<file path="config.mk">
export PLATFORM = sky130hd
export DESIGN_NAME = vga_encode_builder
export DESIGN_NICKNAME = d
export VERILOG_FILES = /design/src/rtl/vga_encode_builder.sv
export SDC_FILE = /design/constraint.sdc
export NUM_CORES = 1
export LEC_CHECK = 0
export CORE_AREA = 5 5 78 115
export CTS_BUF_LIST = sky130_fd_sc_hd__clkbuf_4 sky130_fd_sc_hd__clkbuf_8
export DETAILED_ROUTE_END_ITERATION = 8
export DIE_AREA = 0 0 83 120
export PLACE_DENSITY = 0.71
export SLEW_MARGIN = 20
export SYNTH_ARGS = -nofsm -noshare
export SYNTH_HDL_FRONTEND = slang
export SYNTH_SLANG_ARGS = --single-unit
</file>
<file path="constraint.sdc">
create_clock -name clk -period 6.14 [get_ports clk]
set_input_delay 0.921 -clock clk [delete_from_list [all_inputs] [get_ports clk]]
set_output_delay 0.921 -clock clk [all_outputs]
set_load 0.005 [all_outputs]
</file>
<file path="src/rtl/vga_encode_builder.sv">
// Shadow/live encode word builder for the VGA shape renderer.
// Slot writes and LFSR fills land in a shadow word that is published to encode only at a frame boundary.
module vga_encode_builder #(
   parameter logic [15:0] LFSR_SEED = 16'hACE1
) (
   input  logic        clk,
   input  logic        rst_n,
   input  logic        wr_valid,
   output logic        wr_ready,
   input  logic [2:0]  wr_slot,
   input  logic [2:0]  wr_shape,
   input  logic [1:0]  wr_color,
   output logic        wr_err,
   input  logic        rand_req,
   input  logic        commit,
   input  logic        frame_start,
   output logic [31:0] encode,
   output logic        busy,
   output logic        pending,
   output logic        commit_done
);

   localparam int unsigned WORD_W    = 32;
   localparam int unsigned LFSR_W    = 16;
   localparam int unsigned CNT_W     = 3;
   localparam int unsigned NUM_SLOTS = 6;
   localparam logic [LFSR_W-1:0] LFSR_MASK = 16'hB400;
   localparam logic [CNT_W-1:0]  LAST_SLOT = CNT_W'(NUM_SLOTS - 1);

   typedef enum logic {IDLE, FILL} state_t;

   state_t              state_q, state_d;
   logic [CNT_W-1:0]    cnt_q, cnt_d;
   logic [LFSR_W-1:0]   lfsr_q, lfsr_d;
   logic [WORD_W-1:0]   shadow_q, shadow_d;
   logic [WORD_W-1:0]   encode_d;
   logic                pending_d, busy_d, wr_err_d, commit_done_d;
   logic                publish;
   logic [2:0]          fill_shape;

   // Replace the shape and color fields of one slot; slots 6/7 leave the word untouched.
   function automatic logic [WORD_W-1:0] set_slot(input logic [WORD_W-1:0] word,
                                                   input logic [2:0] slot,
                                                   input logic [2:0] shape,
                                                   input logic [1:0] color);
      logic [WORD_W-1:0] w;
      w = word;
      for (int i = 0; i < int'(NUM_SLOTS); i++) begin
         if (slot == 3'(i)) begin
            w[3*i +: 3]    = shape;
            w[20+2*i +: 2] = color;
         end
      end
      return w;
   endfunction

   assign lfsr_d     = lfsr_q[0] ? ((lfsr_q >> 1) ^ LFSR_MASK) : (lfsr_q >> 1);
   assign fill_shape = 3'((lfsr_q[2:0] % 3'd5) + 3'd1);
   assign wr_ready   = (state_q == IDLE);

   // Next-state and next-output decode.
   always_comb begin
      state_d       = state_q;
      cnt_d         = cnt_q;
      shadow_d      = shadow_q;
      encode_d      = encode;
      pending_d     = pending | commit;
      wr_err_d      = 1'b0;
      commit_done_d = 1'b0;
      publish       = frame_start && (pending || commit) && (state_q == IDLE);

      if (publish) begin
         encode_d      = shadow_q;
         pending_d     = 1'b0;
         commit_done_d = 1'b1;
      end

      case (state_q)
         IDLE: begin
            if (wr_valid) begin
               if (wr_slot <= LAST_SLOT) shadow_d = set_slot(shadow_q, wr_slot, wr_shape, wr_color);
               else                      wr_err_d = 1'b1;
            end
            if (rand_req) begin
               state_d = FILL;
               cnt_d   = '0;
            end
         end
         FILL: begin
            shadow_d = set_slot(shadow_q, cnt_q, fill_shape, lfsr_q[4:3]);
            cnt_d    = cnt_q + CNT_W'(1);
            if (cnt_q == LAST_SLOT) begin
               state_d = IDLE;
               cnt_d   = '0;
            end
         end
         default: state_d = IDLE;
      endcase

      busy_d = (state_d == FILL);
   end

   always_ff @(posedge clk or negedge rst_n) begin
      if (!rst_n) begin
         state_q     <= IDLE;
         cnt_q       <= '0;
         lfsr_q      <= LFSR_SEED;
         shadow_q    <= '0;
         encode      <= '0;
         pending     <= 1'b0;
         busy        <= 1'b0;
         wr_err      <= 1'b0;
         commit_done <= 1'b0;
      end else begin
         state_q     <= state_d;
         cnt_q       <= cnt_d;
         lfsr_q      <= lfsr_d;
         shadow_q    <= shadow_d;
         encode      <= encode_d;
         pending     <= pending_d;
         busy        <= busy_d;
         wr_err      <= wr_err_d;
         commit_done <= commit_done_d;
      end
   end

endmodule

</file>
-- After elaboration in Yosys (flattened, before gate mapping)
Index checks and enable logic that the tools add are counted.
- add/sub/neg operators: 2
- div/mod/pow operators: 1
- $lt $le $gt $ge: 1
- eq/ne operators: 25
- multiplexer cells: 39
- bitwise logic cells: 3
- reduce and logical (&&, ||, !) cells: 11
- operators by type and width (operator ; count):
    $mux W32 ; 2
    $pmux W32 S2 ; 1
    $mux W3 ; 14
    $ne A2 B1 Y1 const B ; 14
    $mux W2 ; 12
    $reduce_and A4 Y1 ; 6
    $mux W16 ; 1
    $eq A3 B2 Y1 const B ; 4
    $eq A3 B3 Y1 const B ; 4
    $mux W1 ; 7
    $add A3 B1 Y3 const B ; 2
    $eq A3 B1 Y1 const B ; 2
    $logic_not A3 Y1 ; 2
    $pmux W3 S2 ; 1
    $not A3 Y4 ; 1
    $le A3 B3 Y1 const B ; 1
    $mod A3 B3 Y3 const B ; 1
    $logic_and A1 B1 Y1 ; 2
    $ne A2 B2 Y1 const B ; 1
    $pmux W1 S2 ; 1
    $logic_or A1 B1 Y1 ; 1
    $not A1 Y1 ; 1
    $or A1 B1 Y1 ; 1
- bits in registers: 83
- input bits: 14
- output and inout port bits: 37
- logic and storage cells: 95

-- Longest topological paths before layout
- word-level depth: 5
- depth in mapped cells: 9
- depth with buffers taken out: 9

-- Least setup slack after synthesis
No wires, ideal clock.
- path type: register to register
- start: register lfsr_q[0]
- end: register shadow_q[14]
- setup time: 83 ps
- arrival: 1928 ps
- data required time: 6057 ps
- setup slack: 4129 ps
- cell stages (with the launch flop): 9
- buffers on the path: 0
- clock period less this slack: 2011 ps
- path through: dfstp_2 > ha_1 > o21ai_0 > xnor2_1 > inv_1 > ha_1 > or3_1 > and4_4 > o21ai_0
- longest elaborated chain between the ends: 4
- RTL lines (item ; line ; text):
    from (decl) ; 34 ; logic [LFSR_W-1:0] lfsr_q, lfsr_d;
    from (signal assigned) ; 117 ; lfsr_q <= lfsr_d;
    $mod A3 B3 Y3 ; 58 ; assign fill_shape = 3'((lfsr_q[2:0] % 3'd5) + 3'd1);
    $add A3 B1 Y3 ; 58 ;
    $mux W3 ; 49 ; if (slot == 3'(i)) begin
    $pmux W32 S2 ; 78 ; case (state_q)
    to (signal assigned) ; 118 ; shadow_q <= shadow_d;
    to (decl) ; 35 ; logic [WORD_W-1:0] shadow_q, shadow_d;
No other way between the ends. The select of a mux whose other input is x is not followed.
A chain may end at the register's enable or synchronous reset.

==> flow_metrics.tcl <==
set metrics [dict create \
    status "finished clean" \
    grt_first_pass_wirelength_um 10100 \
    rsz0062_at_grt "false" \
    synth_edf_count 0 \
    skew_ns 0.00824 \
    areaGrowthSynthToFinish_pct 22.5 \
    ir_drop_mv 0.182 \
    fin_tns_setup_ns 0 \
    grt_use_total_pct 13.1 \
    drt-total-wl_um 6110 \
    period_minus_slack_ns 2.59 \
    synthArstFlopShare_pct 100 \
    avgSynthCellArea_um2 14.3 \
    worstSkewPairLatency_ns 0.36 \
    cts_tree "done" \
    rr_worst_depth 8 \
    ios 51 \
    final-setup-viol-count 0 \
    synth-main-ff-cell "dfrtp_1" \
    viasPerCell 4.99 \
    initial_core_util_pct 43.2 \
    syn_inst 238 \
    detail_route.wl_per_cell_um 15.3 \
    slew_viol_final 0 \
    reg2reg_to "shadow_q[2]" \
    timing.max_cap.violations 0 \
    dp_hpwl_um 4260 \
    min_to "lfsr_q[8]" \
    most-common-layout-cells "dfrtp_1 (75), mux2_2 (47), clkdlybuf4s50_1 (47)" \
    path_class "register to primary output" \
    globalRouteOverflowTotal 0 \
    drive_above_1_share_pct 29.9 \
    hold_depth 0 \
    post-cts-setup-buffer-count 0 \
    postRouteAntennaNets 0 \
    grt_max_degree 84 \
    setup.worst_path.start_class "register" \
    yosysUniqueCellTypes 47 \
    cts_buffers 9 \
    hold_viol_final 0 \
    gp_congestion 0.723 \
    hold_path.class "register to register" \
    clk_pin_slew_ns 0.09 \
    placed_area_um2 3960 \
    dieWidth_um 83 \
    htree_num_levels 3 \
    slew_headroom_pct 51.9 \
    r2r_slack_ns 3.92 \
    antenna_found_initial 0 \
    dr.pass1.iters 4 \
    arrival_ns 1.66 \
    critPathMaxFanout 28 \
    cts_buffer_depth 2 \
    synth-seq-cells 83 \
    cts.repair.resized 0 \
    fmax_mhz 387 \
    drtIter0Drc 95 \
    final_cell_area_um2 4180 \
    period_share_pct 42.1 \
    cp-startpoint "state_q" \
    vias 1991 \
    tightest_slew_ns 0.721 \
    yosysSeqAreaShare_pct 61.1 \
    rows 40 \
    power.density_nw_per_um2 417 \
    cts_root_buf "clkbuf_8" \
    diodes 0 \
    clock-sinks 83 \
    drcViolationCount 0 \
    final_common_cell "dfrtp_1" \
    fin_nets 307 \
    dieArea_um2 9960 \
    grt_pass1_vias 2068 \
    port_buffers 48 \
    fp.coreArea_um2 7910 \
    die_h_um 120 \
    r2r-start "lfsr_q[0]" \
    ys_warn_count 0 \
    holdBufCountCts 0 \
    synth_area_um2 3410 \
    endpoint_kind "primary output" \
    leakagePower_uw 0.00185 \
    hold_start "lfsr_q[9]" \
    cp.required_ns 5.22 \
]
-- per-layer routing --
| layer | vias up | global-route usage (%) | share of wire (%) |
|---|---|---|---|
| met5 | - | 0 | 0 |
| met4 | 0 | 8.28 | 3.1 |
| met3 | 13 | 3.23 | 3.7 |
| met2 | 41 | 22.3 | 52 |
| met1 | 1002 | 14.4 | 41 |
| li1 | 935 | - | - |
-- how the worst max path moves through the flow --
| stage | end | slack (ns) | cells past startpoint |
|---|---|---|---|
| CTS | busy | 3.53 | 2 |
| detailed placement | shadow_q[12] | 3.49 | 4 |
| floorplan | shadow_q[14] | 4.13 | 8 |
| global route | busy | 3.47 | 2 |
| finish | busy | 3.55 | 2 |
| global placement | shadow_q[12] | 3.54 | 4 |
-- synthesized netlist by cell type (2+ instances only) --
cell type,n,area (um^2)
dfstp_2,8,210
mux2_2,47,529
buf_4,2,15.0
buf_2,4,20.0
o21ai_1,2,10.0
nand2_1,19,71.3
nand2b_1,2,12.5
inv_1,8,30.0
o22ai_2,2,25.0
nor2_1,3,11.3
buf_6,3,33.8
nor4b_1,2,17.5
o21ai_0,17,85.1
mux2i_1,3,30.0
dfrtp_1,75,1880
nand3_1,2,10.0
a21oi_1,3,15.0
ha_1,4,50.1
xor2_1,3,26.3
o22ai_4,2,40.0
-- state kept, by name, indices dropped and copies added (netlist names) --
register	count
encode	30
shadow_q	30
lfsr_q	16
cnt_q	3
commit_done	1
pending	1
state_q	1
wr_err	1
-- worst max-delay path: stages, from the launching register on --
cell,delay [ns]
dfrtp_1,0.35
buf_4,0.37
clkdlybuf4s50_1,0.58
-- per-stage QoR --
stage	instances	worst slack [ns]	hold WS, ns	util, %	power, uW
4_1_cts	399	3.53	0.362	52.8	1770
6_report	399	3.55	0.358	52.9	1740
2_1_floorplan	239	4.13	0.331	-	1130
5_1_grt	399	3.47	0.364	52.9	1850
3_5_place_dp	383	3.49	0.342	50.0	1330
3_3_place_gp	383	3.54	0.337	50.0	1320
-- cell families (layout without fill, tap and decap cells) --
kind of cell,after synthesis,after routing,synth area share [%]
buffers and inverters,19,74,3.59
AO/OA/AOI/OAI,33,33,7.73
other,1,2,0.110
multiplexers,51,51,16.8
adder cells (fa/ha/maj),4,4,1.47
flip-flops,83,83,61.1
XOR/XNOR,4,4,1.03
AND/OR/NAND/NOR,43,43,8.10
-- where the power goes --
part           switching [uW]  internal [uW]  total [uW]
Clock                     202            232         433
Combinational             248            301         548
Sequential               84.2            679         764
Total                     533           1210        1740
-- final cells by class --
class	instances	area [um^2]
tap	105	131
fill	733	3730
clock buffer	9	124
multi-input combinational	137	1210
timing repair buffer	50	497
clock inverter	7	98.8
sequential	83	2090
inverter	8	30.0
Note: power is estimated with default switching activity, not from simulation.
